## src/rtl/uart_rx_fifo.sv

```systemverilog
// UART receive-side capture FSM feeding a first-word-fall-through FIFO.
// Acknowledges every received byte and flags a sticky overrun on drops.
module uart_rx_fifo #(
   parameter int DEPTH  = 16,
   parameter int ADDR_W = 4
) (
   input  logic            clk,
   input  logic            rst,
   input  logic            rx_rdy,
   input  logic [7:0]      rx_data,
   output logic            rx_rdy_clr,
   input  logic            rd_en,
   output logic [7:0]      rd_data,
   output logic            empty,
   output logic            full,
   output logic [ADDR_W:0] count,
   output logic            overrun,
   input  logic            ovr_clr
);

   localparam logic [ADDR_W:0] FULL_CNT = (ADDR_W+1)'(DEPTH);

   typedef enum logic {
      IDLE = 1'b0,
      CLR  = 1'b1
   } state_t;

   state_t state, state_nxt;

   logic [7:0]        mem [DEPTH];
   logic [ADDR_W-1:0] wr_ptr, rd_ptr;
   logic              push_req, do_push, do_pop, drop;

   assign push_req = (state == IDLE) && rx_rdy;
   assign do_pop   = rd_en && !empty;
   // A full FIFO still accepts when the host frees a slot on the same edge
   assign do_push  = push_req && (!full || do_pop);
   assign drop     = push_req && full && !rd_en;

   always_ff @(posedge clk or negedge rst) begin
      if (!rst) state <= IDLE;
      else      state <= state_nxt;
   end

   always_comb begin
      state_nxt = state;
      unique case (state)
         IDLE:    if (rx_rdy) state_nxt = CLR;
         CLR:     state_nxt = IDLE;
         default: state_nxt = IDLE;
      endcase
   end

   always_comb begin
      rx_rdy_clr = (state == CLR);
      empty      = (count == '0);
      full       = (count == FULL_CNT);
      rd_data    = empty ? 8'h00 : mem[rd_ptr];
   end

   always_ff @(posedge clk) begin
      if (do_push) mem[wr_ptr] <= rx_data;
   end

   always_ff @(posedge clk or negedge rst) begin
      if (!rst) begin
         wr_ptr  <= '0;
         rd_ptr  <= '0;
         count   <= '0;
         overrun <= 1'b0;
      end else begin
         if (do_push) wr_ptr <= wr_ptr + 1'b1;
         if (do_pop)  rd_ptr <= rd_ptr + 1'b1;
         unique case ({do_push, do_pop})
            2'b10:   count <= count + 1'b1;
            2'b01:   count <= count - 1'b1;
            default: count <= count;
         endcase
         // set wins over a coincident clear
         if (drop)         overrun <= 1'b1;
         else if (ovr_clr) overrun <= 1'b0;
      end
   end

endmodule
```

## config.mk

```make
export PLATFORM = sky130hd
export DESIGN_NAME = uart_rx_fifo
export DESIGN_NICKNAME = d
export VERILOG_FILES = /design/src/rtl/uart_rx_fifo.sv
export SDC_FILE = /design/constraint.sdc
export NUM_CORES = 1
export LEC_CHECK = 0
export BUFFER_PORTS_ARGS = -buffer_cell sky130_fd_sc_hd__buf_2
export CORE_ASPECT_RATIO = 0.75
export CORE_MARGIN = 8
export CORE_UTILIZATION = 45
export CTS_BUF_LIST = sky130_fd_sc_hd__clkbuf_8
export CTS_CLUSTER_DIAMETER = 60
export DETAILED_ROUTE_END_ITERATION = 7
export PLACE_DENSITY = 0.67
export SLEW_MARGIN = 10
export SYNTH_ARGS = -nofsm -noshare
export SYNTH_HDL_FRONTEND = slang
export SYNTH_SLANG_ARGS = --single-unit
export TNS_END_PERCENT = 100
```

## constraint.sdc

```tcl
create_clock -name clk -period 3 [get_ports clk]
set_input_delay 0.6 -clock clk [delete_from_list [all_inputs] [get_ports clk]]
set_output_delay 0.6 -clock clk [all_outputs]
set_load 0.005 [all_outputs]
```

# Word-level counts from Yosys, hierarchy flattened
# Memories as Yosys holds them, arrays and structs flattened.
# Index checks and enable logic that the tools add are counted.
# classes
n_eq_ne,3
n_addsub,4
n_bitwise,1
reduce_logical,12
muxes,8
# ops
cell,n
one-hot mux 5 bit (2 select lines),1
"adder 4 x 1 -> 4 bit, second input constant",2
2-to-1 mux 8 bit,1
"adder 5 x 1 -> 5 bit, second input constant",1
"equality test 5 bit, second input constant",1
logical AND 1 bit,5
zero test 5 bit,1
2-to-1 mux 1 bit,5
"subtractor 5 x 1 -> 5 bit, second input constant",1
nonzero test 2 bit,2
zero test 1 bit,3
"equality test 2 x 1 -> 1 bit, second input constant",1
"equality test 2 bit, second input constant",1
one-hot mux 1 bit (2 select lines),1
logical OR 1 bit,1
NOT 1 bit,1
# word_totals
out_inout_bits,17
memories,1
in_bits,13
ff_bits,15
wordCells,34
ramBits,128
# mem_list
name,depth,width,read_ports,rd_clocked_by_memory_dff,write_ports,line,source
mem,16,8,1,0,1,30,logic [7:0] mem [DEPTH];

# Longest topological paths before layout
# Gate-level depths: netlist (run 1).
# depth
depth_word,7
mapped_depth,8
mapped_depth_nobuf,8

# Worst setup path after synthesis (run 1)
# OpenSTA, ideal clock, no wires.
# synth_path
path_type,register -> register
startpoint,register count[0]
endpoint,register count[4]
stages_incl_launch_ff,9
t_required_ns,2.920
arrival_ns,2.276
setup_ns,0.080
synth_period_minus_slack_ns,2.356
n_path_buf,0
setup_slack_ns,0.644
path_cell_list,dfrtp_1 -> or4_4 -> o211ai_2 -> xnor2_1 -> ha_1 -> o21a_1 -> or3_1 -> o41ai_2 -> xnor2_1
# synth_between
elab_chain_len,7
elab_cells_between_ends,13
cone_classes,add/sub (2); eq/ne (3); mux (1); reduce/logical (7)
# synth_lines
element,line,source
from (decl),16,"output logic [ADDR_W:0] count,"
from (signal assigned),75,2'b10: count <= count + 1'b1;
from (signal assigned),76,2'b01: count <= count - 1'b1;
from (signal assigned),77,default: count <= count;
zero test 5 bit,56,empty = (count == '0);
zero test 1 bit,35,assign do_pop = rd_en && !empty;
logical AND 1 bit,35,
logical OR 1 bit,37,assign do_push = push_req && (!full || do_pop);
logical AND 1 bit,37,
equality test 2 x 1 -> 1 bit / equality test 2 bit (equally long branches),74,"unique case ({do_push, do_pop})"
one-hot mux 5 bit (2 select lines) / nonzero test 2 bit (equally long branches),n/a,
# Several ways; a longest one is shown, not always the timed one.
# A chain may end at the register's enable or synchronous reset.

# Final worst setup path (run 1)
# layout_path
startpoint,register rd_ptr[0]
endpoint,output port rd_data[2]
# layout_between
elab_chain_len,2
# layout_lines
element,line,source
from (decl),31,"logic [ADDR_W-1:0] wr_ptr, rd_ptr;"
from (signal assigned),73,if (do_pop) rd_ptr <= rd_ptr + 1'b1;
memory read (16 x 8 bit),n/a,
2-to-1 mux 8 bit,58,rd_data = empty ? 8'h00 : mem[rd_ptr];
to (decl),13,"output logic [7:0] rd_data,"
# Every way passes these cells.

==> load_flow_metrics.sql, run 1 <==
INSERT INTO impl_metrics (metric_group, metric, value, unit) VALUES
('status', 'run_status', 'finished clean', ''),
('timing', 'skew', '0.0117', 'ns'),
('die', 'num_io_pins', '30', ''),
('setup_path', 'timing.critical_path.from_type', 'flop', ''),
('pwr', 'power_leakage', '2.21', 'nW'),
('die', 'placement_rows', '36', ''),
('timing', 'max_freq', '0.351', 'GHz'),
('setup_path', 'path_buf_inv', '2', ''),
('synth', 'synth_cells', '296', ''),
('cells_and_area', 'number_of_inserted_diodes', '0', ''),
('detailed_routing', 'detailedRoute.firstIterationViolations', '151', ''),
('die', 'die_x', '147', 'um'),
('setup_path', 'path_class', 'reg2out', ''),
('setup_path', 'timing.critical_path.slowest_stage_cell', 'mux4_2', ''),
('timing', 'maxSlewViolCount', '0', ''),
('placed_design', 'finalWeightedCongestion', '0.744', ''),
('detailed_routing', 'wl', '11300', 'um'),
('synth', 'synth-edff-count', '128', ''),
('timing', 'min_period', '2.85', 'ns'),
('timing', 'slew-limit-headroom', '61.5', '%'),
('grt', 'grt_first_pass_wirelength', '17700', 'um'),
('synth', 'yosys_register_bits', '143', ''),
('detailed_routing', 'detail_route.wl_per_cell', '21.8', 'um'),
('cts', 'tritoncts_buffer_count', '17', ''),
('setup_path', 'crit_path_max_fanout', '34', ''),
('grt', 'grt_antenna_before_repair', '0', ''),
('die', 'core', '12700', 'sq um'),
('grt', 'grt_max_degree', '35', ''),
('timing', 'rsz0062_at_grt', 'false', ''),
('synth', 'dominantRegCellSynth', 'edfxtp_1', ''),
('cells_and_area', 'finalNonFillerCells', '520', ''),
('synth', 'synth.yosys.seq_area_share', '73.1', '%'),
('cts', 'cts.repair.resized', '0', ''),
('setup_path', 'crit_path_cell_trace', 'buf_12, mux4_2, a22oi_1, a21oi_1, buf_2', ''),
('cts', 'ctsHtreeMaxLevel', '4', ''),
('detailed_routing', 'drc', '0', ''),
('cells_and_area', 'nNetsFinal', '357', ''),
('synth', 'synth-warning-count', '0', ''),
('cts', 'cts.sink_count', '143', ''),
('die', 'design.die.area', '16700', 'sq um'),
('synth', 'synthesis.area', '5770', 'sq um'),
('timing', 'worst-slew-pin-transition', '0.578', 'ns'),
('timing', 'setup_tns', '0', 'ns'),
('synth', 'postSynthAreaPerCell', '19.5', 'sq um'),
('pwr', 'pwr_dens', '894', 'nW/um^2'),
('synth', 'async_flop_share', '10.5', '%'),
('cts', 'cts_hold_repair.buffers', '0', ''),
('cells_and_area', 'layout-drive-gt1-share', '29.8', '%'),
('setup_path', 'timing.critical_path.slowest_cell_delay', '0.55', 'ns'),
('detailed_routing', 'vias_per_cell', '5.57', ''),
('run', 'drv_cap', '0', ''),
('grt', 'track_usage', '14.4', '%'),
('detailed_routing', 'antenna_violating_nets_post_route', '0', ''),
('cts', 'clk_root_buffer_cell', 'clkbuf_8', ''),
('synth', 'synth_fp_nets', '316', ''),
('grt', 'grt_pass1_vias', '3179', ''),
('placed_design', 'port-buffer-count', '29', ''),
('setup_path', 'worst_setup_path_end_kind', 'primary output', ''),
('setup_path', 'worst-endpoint-arrival', '2.25', 'ns'),
('detailed_routing', 'drt_pre_antenna_iters', '4', ''),
('placed_design', 'number_of_cells_after_detailed_placement', '489', ''),
('cts', 'cts.path.max_buffers', '2', ''),
('cts', 'post_cts_buffers', '0', ''),
('synth', 'yosys.cell_types.count', '39', ''),
('timing', 'final_min_period_over_clock_period', '94.9', '%'),
('setup_path', 'critical-path-top-delay-family', 'multiplexers', ''),
('detailed_routing', 'routed-via-count', '2894', ''),
('die', 'initial_core_util', '45.3', '%'),
('pwr', 'ir_drop', '0.417', 'mV'),
('cells_and_area', 'area_delta_synth_final', '13.2', '%'),
('hold_path', 'worst_hold_path_type', 'in2async', ''),
('grt', 'globalRoute.totalOverflow', '0', ''),
('setup_path', 'cp.required', '2.40', 'ns'),
('cts', 'tritoncts_clock_tree', 'built', ''),
('cts', 'clock_slew_seen_by_the_registers_of_the_worst_setup_and_hold_paths', '0.08', 'ns'),
('timing', 'setup_viol', '0', ''),
('placed_design', 'hpwl', '7150', 'um'),
('die', 'die_ht', '114', 'um'),
('cts', 'insertion_delay', '0.43', 'ns'),
('timing', 'final_hold_viol_count', '0', '');
-- kinds of logic after synthesis --
group / count (synthesis) / synth area share, %
and+or+nand+nor: 44 / 4.81
AOI/OAI and AO/OA: 37 / 4.68
buffers and inverters: 20 / 1.39
xor gates and xnor gates: 11 / 1.67
DFF: 143 / 73.1
muxes: 34 / 12.9
adders and majority gates: 7 / 1.52
-- cells in the final DEF, fill, tap and decap left out, types with 2 or more instances in the layout --
cell type / n
edfxtp_1: 128
mux4_2: 32
buf_2: 29
clkbuf_8: 17
a22oi_1: 16
dfrtp_1: 14
and2_1: 13
a21oi_1: 10
xnor2_1: 9
inv_1: 8
nand2_1: 8
ha_1: 7
nor2_1: 4
and4_1: 4
buf_4: 4
o21ai_0: 3
clkinv_2: 3
clkinvlp_4: 3
bufinv_16: 3
clkinv_1: 3
nor2b_1: 2
xor2_1: 2
or3_1: 2
nand4_1: 2
buf_12: 2
-- worst paths after layout --
| kind | start | cells after the start | end | slack [ns] |
|---|---|---|---|---|
| worst max-delay path | rd_ptr[0] | 5 | rd_data[2] | 0.15 |
| worst min-delay path | rst | 1 | wr_ptr[0] | 0.07 |
| worst max register to register | count[0] | 8 | count[4] | 0.49 |
| worst min register to register | rd_ptr[0] | 1 | rd_ptr[0] | 0.51 |
| max in group asynchronous | rst | 1 | rd_ptr[0] | 2.64 |
| min in group clk | ovr_clr | 2 | overrun | 0.38 |
-- layer usage --
metal	routed length, um	vias to the layer above	global-route usage [%]
met2	5620	93	22.8
li1	-	1279	-
met5	0	-	0
met4	73	0	4.31
met1	5050	1514	18.8
met3	594	8	4.34
-- flip-flops by register name, indices dropped and copies added, names as in the netlist --
register,flops
count,5
mem,128
overrun,1
rd_ptr,4
rx_rdy_clr,1
wr_ptr,4
-- final cells by class --
type	instances	area, sq um
Fill cell	1041	6210
Tap cell	171	214
Timing Repair Buffer	35	215
Clock inverter	14	151
Inverter	7	26.3
Clock buffer	17	234
Multi-Input combinational cell	133	1480
Sequential cell	143	4220
-- synth_stat cells (all sizes together) (2+ instances only) --
cell      n  area, sq um
nand2     8         30.0
nor2b     2         12.5
inv       7         26.3
xnor2     9         78.8
clkbuf    5         18.8
xor2      2         17.5
edfxtp  128         3840
o21ai     4         23.8
dfrtp    15          375
mux2      2         22.5
and4      4         35.0
buf       8         35.0
a22oi    16          120
and2     13         81.3
nand4     2         12.5
or3       2         12.5
mux4     32          721
nor2      6         46.3
a21oi    10         50.1
ha        7         87.6
-- worst register-to-register path: cells and delay by family, from the launching register on --
| kind | cells | cell delay [ns] |
|---|---|---|
| compound gates | 3 | 0.55 |
| xor+xnor | 2 | 0.26 |
| fa+ha+maj | 1 | 0.23 |
| flops | 1 | 0.45 |
| simple gates | 2 | 0.95 |
-- power breakdown --
part | internal, mW | leakage [nW] | switching (mW)
Combinational | 0.883 | 0.682 | 0.891
Sequential | 2.38 | 1.33 | 0.204
Clock | 0.801 | 0.191 | 0.684
-- metrics by stage --
| step | total power, mW | hold WS (ns) | setup WS (ns) | area [sq um] | util (%) |
|---|---|---|---|---|---|
| after floorplan | 3.80 | 0.304 | 0.644 | 5770 | - |
| after global placement | 4.39 | 0.494 | 0.586 | 6150 | 48.3 |
| after detailed placement | 4.43 | 0.501 | 0.492 | 6150 | 48.3 |
| after CTS | 5.91 | 0.0568 | 0.0960 | 6540 | 51.3 |
| after global routing | 6.15 | 0.0732 | 0.0189 | 6540 | 51.3 |
| final | 5.85 | 0.0706 | 0.152 | 6540 | 51.3 |
(Power assumes the default switching activity.)
==> inputs of run 2 (changes only) <==
CORE_ASPECT_RATIO = 2   (was 0.75)
CORE_UTILIZATION = 50   (was 45)
PLACE_DENSITY = 0.72   (was 0.67)
==> load_flow_metrics.sql, run 2 (synthesized netlist as in run 1, its figures left out) <==
INSERT INTO impl_metrics (metric_group, metric, value, unit) VALUES
('detailed_routing', 'wl', '11000', 'um'),
('pwr', 'pwr_dens', '888', 'nW/um^2'),
('cts', 'insertion_delay', '0.42', 'ns'),
('cells_and_area', 'top_regs', 'mem (128), count (5)', ''),
('setup_path', 'path_class', 'reg2out', ''),
('cts', 'clock_slew_seen_by_the_registers_of_the_worst_setup_and_hold_paths', '0.07', 'ns'),
('setup_path', 'crit_path_cell_trace', 'buf_4, mux4_2, a22oi_1, a21oi_1, buf_2', ''),
('grt', 'gr-max-usage-layer', 'met2', ''),
('pwr', 'share_of_power_burned_in_the_clock_network', '24.2', '%'),
('pwr', 'switching_part_of_the_total_power', '31.0', '%'),
('status', 'run_status', 'finished clean', ''),
('placed_design', 'pre_cts_slack', '0.484', 'ns'),
('setup_path', 'timing.critical_path.from_type', 'flop', ''),
('run', 'drv_cap', '0', ''),
('grt', 'grt_pass1_vias', '3080', ''),
('cts', 'ctsHtreeMaxLevel', '4', ''),
('detailed_routing', 'antenna_violating_nets_post_route', '0', ''),
('cells_and_area', 'final_common_cell', 'edfxtp_1', ''),
('grt', 'globalRoute.totalOverflow', '0', ''),
('setup_path', 'worstSetupStartpoint', 'rd_ptr[0]', ''),
('grt', 'gr-usage-met3', '3.65', '%'),
('cts', 'cts.path.max_buffers', '2', ''),
('detailed_routing', 'detailedRoute.firstIterationViolations', '240', ''),
('pwr', 'power.share.sequential', '44.7', '%'),
('die', 'die_ht', '168', 'um'),
('cells_and_area', 'nNetsFinal', '356', ''),
('cells_and_area', 'area_delta_synth_final', '11.8', '%'),
('die', 'num_io_pins', '30', ''),
('timing', 'max_freq', '0.355', 'GHz'),
('grt', 'grt_first_pass_wirelength', '17300', 'um'),
('cts', 'cts.repair.resized', '0', ''),
('die', 'core', '11300', 'sq um'),
('grt', 'grt_use_met2', '27.3', '%'),
('setup_path', 'timing.critical_path.slowest_cell_delay', '0.56', 'ns'),
('timing', 'slew-limit-headroom', '54.6', '%'),
('timing', 'final_hold_viol_count', '0', ''),
('cells_and_area', 'layout.cells.most_common_list', 'edfxtp_1, mux4_2, buf_2', ''),
('detailed_routing', 'drc', '0', ''),
('cts', 'tritoncts_clock_tree', 'built', ''),
('grt', 'grt_max_degree', '33', ''),
('detailed_routing', 'routed-via-count', '2855', ''),
('setup_path', 'worst_setup_path_end_kind', 'primary output', ''),
('grt', 'use_met1', '15.8', '%'),
('die', 'design.die.area', '15500', 'sq um'),
('timing', 'maxSlewViolCount', '0', ''),
('detailed_routing', 'drt_pre_antenna_iters', '4', ''),
('die', 'placement_rows', '55', ''),
('grt', 'grt_antenna_before_repair', '0', ''),
('setup_path', 'cp.required', '2.40', 'ns'),
('pwr', 'power_leakage', '2.19', 'nW'),
('cells_and_area', 'layout-drive-gt1-share', '29.6', '%'),
('setup_path', 'r2r-start', 'count[1]', ''),
('setup_path', 'worst-endpoint-arrival', '2.22', 'ns'),
('die', 'initial_core_util', '51.2', '%'),
('cells_and_area', 'max_flop_register', 'mem', ''),
('detailed_routing', 'detail_route.wl_per_cell', '22.5', 'um'),
('cells_and_area', 'number_of_inserted_diodes', '0', ''),
('pwr', 'comb_power_share', '31.1', '%'),
('cts', 'clk_root_buffer_cell', 'clkbuf_8', ''),
('cts', 'cts_hold_repair.buffers', '0', ''),
('cells_and_area', 'largest_register_ffs', '128', ''),
('setup_path', 'timing.critical_path.slowest_stage_cell', 'mux4_2', ''),
('timing', 'min_period', '2.82', 'ns'),
('timing', 'worst-slew-pin-transition', '0.680', 'ns'),
('hold_path', 'worst_hold_path_type', 'in2async', ''),
('pwr', 'net-switching-power', '1.78', 'mW'),
('grt', 'track_usage', '15.1', '%'),
('cts', 'post_cts_buffers', '0', ''),
('placed_design', 'finalWeightedCongestion', '0.792', ''),
('pwr', 'p_int', '3.96', 'mW'),
('pwr', 'ir_drop', '0.640', 'mV'),
('timing', 'final_min_period_over_clock_period', '93.9', '%'),
('setup_path', 'crit_path_max_fanout', '19', ''),
('timing', 'setup_viol', '0', ''),
('detailed_routing', 'vias_per_cell', '5.83', ''),
('timing', 'minimum_setup_slack_in_the_final_design', '0.184', 'ns'),
('timing', 'rsz0062_at_grt', 'false', ''),
('cts', 'tritoncts_buffer_count', '17', ''),
('die', 'die_x', '92.0', 'um'),
('placed_design', 'hpwl', '7790', 'um'),
('cts', 'cts.sink_count', '143', ''),
('timing', 'skew', '0.0127', 'ns'),
('timing', 'setup_tns', '0', 'ns'),
('placed_design', 'port-buffer-count', '29', '');
==> run 2: changes by cell type in the layout (fill, tap and decap cells not counted), sizes merged <==
cell / previous run / this run
clkinv: 7 / 9
buf: 35 / 34
bufinv: 3 / 2
clkinvlp: 3 / 2
==> run 2: final cells by class <==
class	instances	area (sq um)
flip-flops and latches	143	4220
fillers	896	4830
inverters	7	26.3
well taps	142	178
clock buffers	17	234
multi-input cells	133	1480
clock inverters	14	128
repair buffers	34	195
==> run 2: power groups by stage <==
| stage | Combinational, mW | Sequential [mW] | Clock (mW) |
|---|---|---|---|
| floorplan | 1.25 | 2.54 | 0 |
| CTS | 1.83 | 2.56 | 1.41 |
| detailed placement | 1.82 | 2.60 | 0 |
| global route | 1.97 | 2.59 | 1.49 |
| global placement | 1.79 | 2.59 | 0 |
| finish | 1.78 | 2.56 | 1.39 |
==> run 2: final timing paths <==
path / depth (start not counted) / slack (ns) / to
max reg2reg: 8 / 0.45 / count[4]
min: 1 / 0.08 / count[2]
max: 5 / 0.18 / rd_data[1]
min in group clk: 2 / 0.37 / overrun
min reg2reg: 2 / 0.54 / overrun
max in group asynchronous: 1 / 2.64 / rd_ptr[0]
==> run 2: stage by stage <==
stage | area [sq um] | cells | hold WS, ns | power, mW | util (%)
finish | 6460 | 490 | 0.0799 | 5.73 | 57.2
global route | 6460 | 490 | 0.0891 | 6.04 | 57.2
CTS | 6460 | 490 | 0.0759 | 5.81 | 57.2
detailed placement | 6090 | 459 | 0.530 | 4.43 | 54.0
global placement | 6090 | 459 | 0.517 | 4.38 | 54.0
floorplan | 5770 | 296 | 0.304 | 3.80 | -
==> run 2: layer usage <==
layer	part of all wire [%]	wire [um]
met5	0	0
met3	3.4	380
met1	37	4110
met4	2.4	269
met2	57	6260
==> run 2: critical path, delay by kind of cell (launching register included) <==
kind / cells / cell delay [ns]
buffers and inverters: 2 / 0.50
multiplexers: 1 / 0.56
flip-flops: 1 / 0.36
AO/OA/AOI/OAI: 2 / 0.39
==> inputs of run 3 (changes only) <==
CTS_CLUSTER_SIZE = 28   (was not set)
HOLD_SLACK_MARGIN = 0.15   (was not set)
SETUP_SLACK_MARGIN = 0.3   (was not set)
==> load_flow_metrics.sql, run 3 (synthesized netlist as in run 1, its figures left out) <==
INSERT INTO impl_metrics (metric_group, metric, value, unit) VALUES
('status', 'run_status', 'finished clean', ''),
('grt', 'use_met1', '15.7', '%'),
('timing', 'final_hold_viol_count', '0', ''),
('detailed_routing', 'drt_pre_antenna_iters', '5', ''),
('cts', 'ctsHtreeMaxLevel', '4', ''),
('detailed_routing', 'detailedRoute.firstIterationViolations', '201', ''),
('timing', 'setup_viol', '0', ''),
('pwr', 'ir_drop', '0.606', 'mV'),
('die', 'core', '11300', 'sq um'),
('cells_and_area', 'area_delta_synth_final', '15.4', '%'),
('cells_and_area', 'layout.cells.most_common_list', 'edfxtp_1, mux4_2, buf_2', ''),
('die', 'die_ht', '168', 'um'),
('cells_and_area', 'top_regs', 'mem (128), count (5)', ''),
('grt', 'grt_antenna_before_repair', '0', ''),
('timing', 'whs', '0.373', 'ns'),
('cts', 'tritoncts_buffer_count', '17', ''),
('timing', 'slew-limit-headroom', '63.7', '%'),
('detailed_routing', 'detail_route.wl_per_cell', '22.6', 'um'),
('setup_path', 'cp.required', '2.40', 'ns'),
('setup_path', 'worst_setup_path_end_kind', 'primary output', ''),
('pwr', 'design_power_total', '6.06', 'mW'),
('die', 'num_io_pins', '30', ''),
('hold_path', 'worst_hold_path_type', 'in2reg', ''),
('cells_and_area', 'largest_register_ffs', '128', ''),
('grt', 'track_usage', '15.1', '%'),
('grt', 'gr-max-usage-layer', 'met2', ''),
('placed_design', 'port-buffer-count', '29', ''),
('timing', 'skew', '0.0119', 'ns'),
('cells_and_area', 'final_cell_area', '6670', 'sq um'),
('setup_path', 'path_class', 'reg2out', ''),
('cells_and_area', 'final_common_cell', 'edfxtp_1', ''),
('detailed_routing', 'vias_per_cell', '5.81', ''),
('cts', 'clock_slew_seen_by_the_registers_of_the_worst_setup_and_hold_paths', '0.07', 'ns'),
('grt', 'globalRoute.totalOverflow', '0', ''),
('detailed_routing', 'wl', '11400', 'um'),
('grt', 'grt_pass1_vias', '3091', ''),
('placed_design', 'hpwl', '7790', 'um'),
('cts', 'cts.path.max_buffers', '2', ''),
('die', 'placement_rows', '55', ''),
('grt', 'grt_max_degree', '33', ''),
('cells_and_area', 'max_flop_register', 'mem', ''),
('cts', 'tritoncts_clock_tree', 'built', ''),
('pwr', 'power_leakage', '2.28', 'nW'),
('grt', 'grt_first_pass_wirelength', '17300', 'um'),
('cts', 'insertion_delay', '0.43', 'ns'),
('cells_and_area', 'nNetsFinal', '369', ''),
('setup_path', 'timing.critical_path.from_type', 'flop', ''),
('cts', 'cts.sink_count', '143', ''),
('timing', 'min_period', '2.73', 'ns'),
('pwr', 'pwr_dens', '909', 'nW/um^2'),
('setup_path', 'crit_path_max_fanout', '5', ''),
('placed_design', 'finalWeightedCongestion', '0.792', ''),
('timing', 'max_freq', '0.367', 'GHz'),
('cells_and_area', 'final.fill_count', '884', ''),
('grt', 'grt_use_met2', '27.4', '%'),
('cells_and_area', 'layout-drive-gt1-share', '34.3', '%'),
('detailed_routing', 'drc', '0', ''),
('cells_and_area', 'multi_input_area', '1510', 'sq um'),
('detailed_routing', 'routed-via-count', '2921', ''),
('die', 'die_x', '92.0', 'um'),
('die', 'design.die.area', '15500', 'sq um'),
('timing', 'final_min_period_over_clock_period', '90.9', '%'),
('grt', 'gr-usage-met3', '3.65', '%'),
('cells_and_area', 'sequential_cell_area', '4220', 'sq um'),
('cts', 'clk_root_buffer_cell', 'clkbuf_8', ''),
('placed_design', 'placement.cell_area', '6090', 'sq um'),
('timing', 'maxSlewViolCount', '0', ''),
('timing', 'setup_tns', '0', 'ns'),
('timing', 'rsz0062_at_grt', 'true', ''),
('die', 'initial_core_util', '51.2', '%'),
('timing', 'worst-slew-pin-transition', '0.545', 'ns'),
('setup_path', 'worst-endpoint-arrival', '2.13', 'ns'),
('cells_and_area', 'number_of_inserted_diodes', '0', ''),
('detailed_routing', 'antenna_violating_nets_post_route', '0', ''),
('run', 'drv_cap', '0', '');
-- run 3: critical path, stage by stage (launching register included) --
cell,delay (ns)
dfrtp_2,0.43
buf_4,0.17
clkbuf_16,0.16
mux4_2,0.52
a22oi_2,0.22
a21oi_2,0.08
buf_2,0.13
-- run 3: final timing paths --
kind | start | end | slack (ns) | depth (start not counted)
max in group asynchronous | rst | rd_ptr[0] | 2.10 | 2
min in group asynchronous | rst | rd_ptr[2] | 0.62 | 2
setup reg to reg | count[1] | count[4] | 0.45 | 8
hold / removal | ovr_clr | overrun | 0.37 | 2
setup / recovery | rd_ptr[0] | rd_data[6] | 0.27 | 6
hold reg to reg | overrun | overrun | 0.54 | 2
-- run 3: metrics by stage --
stage / util [%] / instances / setup WS, ns
after floorplan: - / 296 / 0.644
after global placement: 54.0 / 459 / 0.571
after detailed placement: 54.0 / 459 / 0.484
after CTS: 57.6 / 492 / 0.274
after global routing: 59.1 / 503 / 0.181
final: 59.1 / 503 / 0.274
-- run 3: layer usage --
metal	wire length, um	vias up
met5	0	-
met4	170	0
met3	480	12
met2	6620	79
met1	4080	1515
li1	-	1315
-- run 3: cell type report --
class	count	area share, %
timing repair buffer	47	5.50
clock inverter	14	1.91
sequential	143	63.3
tap	142	2.67
clock buffer	17	3.51
multi-input combinational	133	22.7
inverter	7	0.394
-- run 3: what timing repair did --
| action | in CTS | in global routing |
|---|---|---|
| endpoints found under the hold margin | 15 | 0 |
| buffers inserted | 1 | 9 |
| gates cloned | 0 | 2 |
| endpoints found under the setup margin | 8 | 8 |
| pin swaps | 0 | 3 |
| hold buffers | 1 | 0 |
| resized for setup | 7 | 10 |
-- run 3: where the power goes --
part | switching (mW) | internal [mW]
clock network | 0.672 | 0.717
registers | 0.191 | 2.38
logic | 1.01 | 1.09
total | 1.87 | 4.19
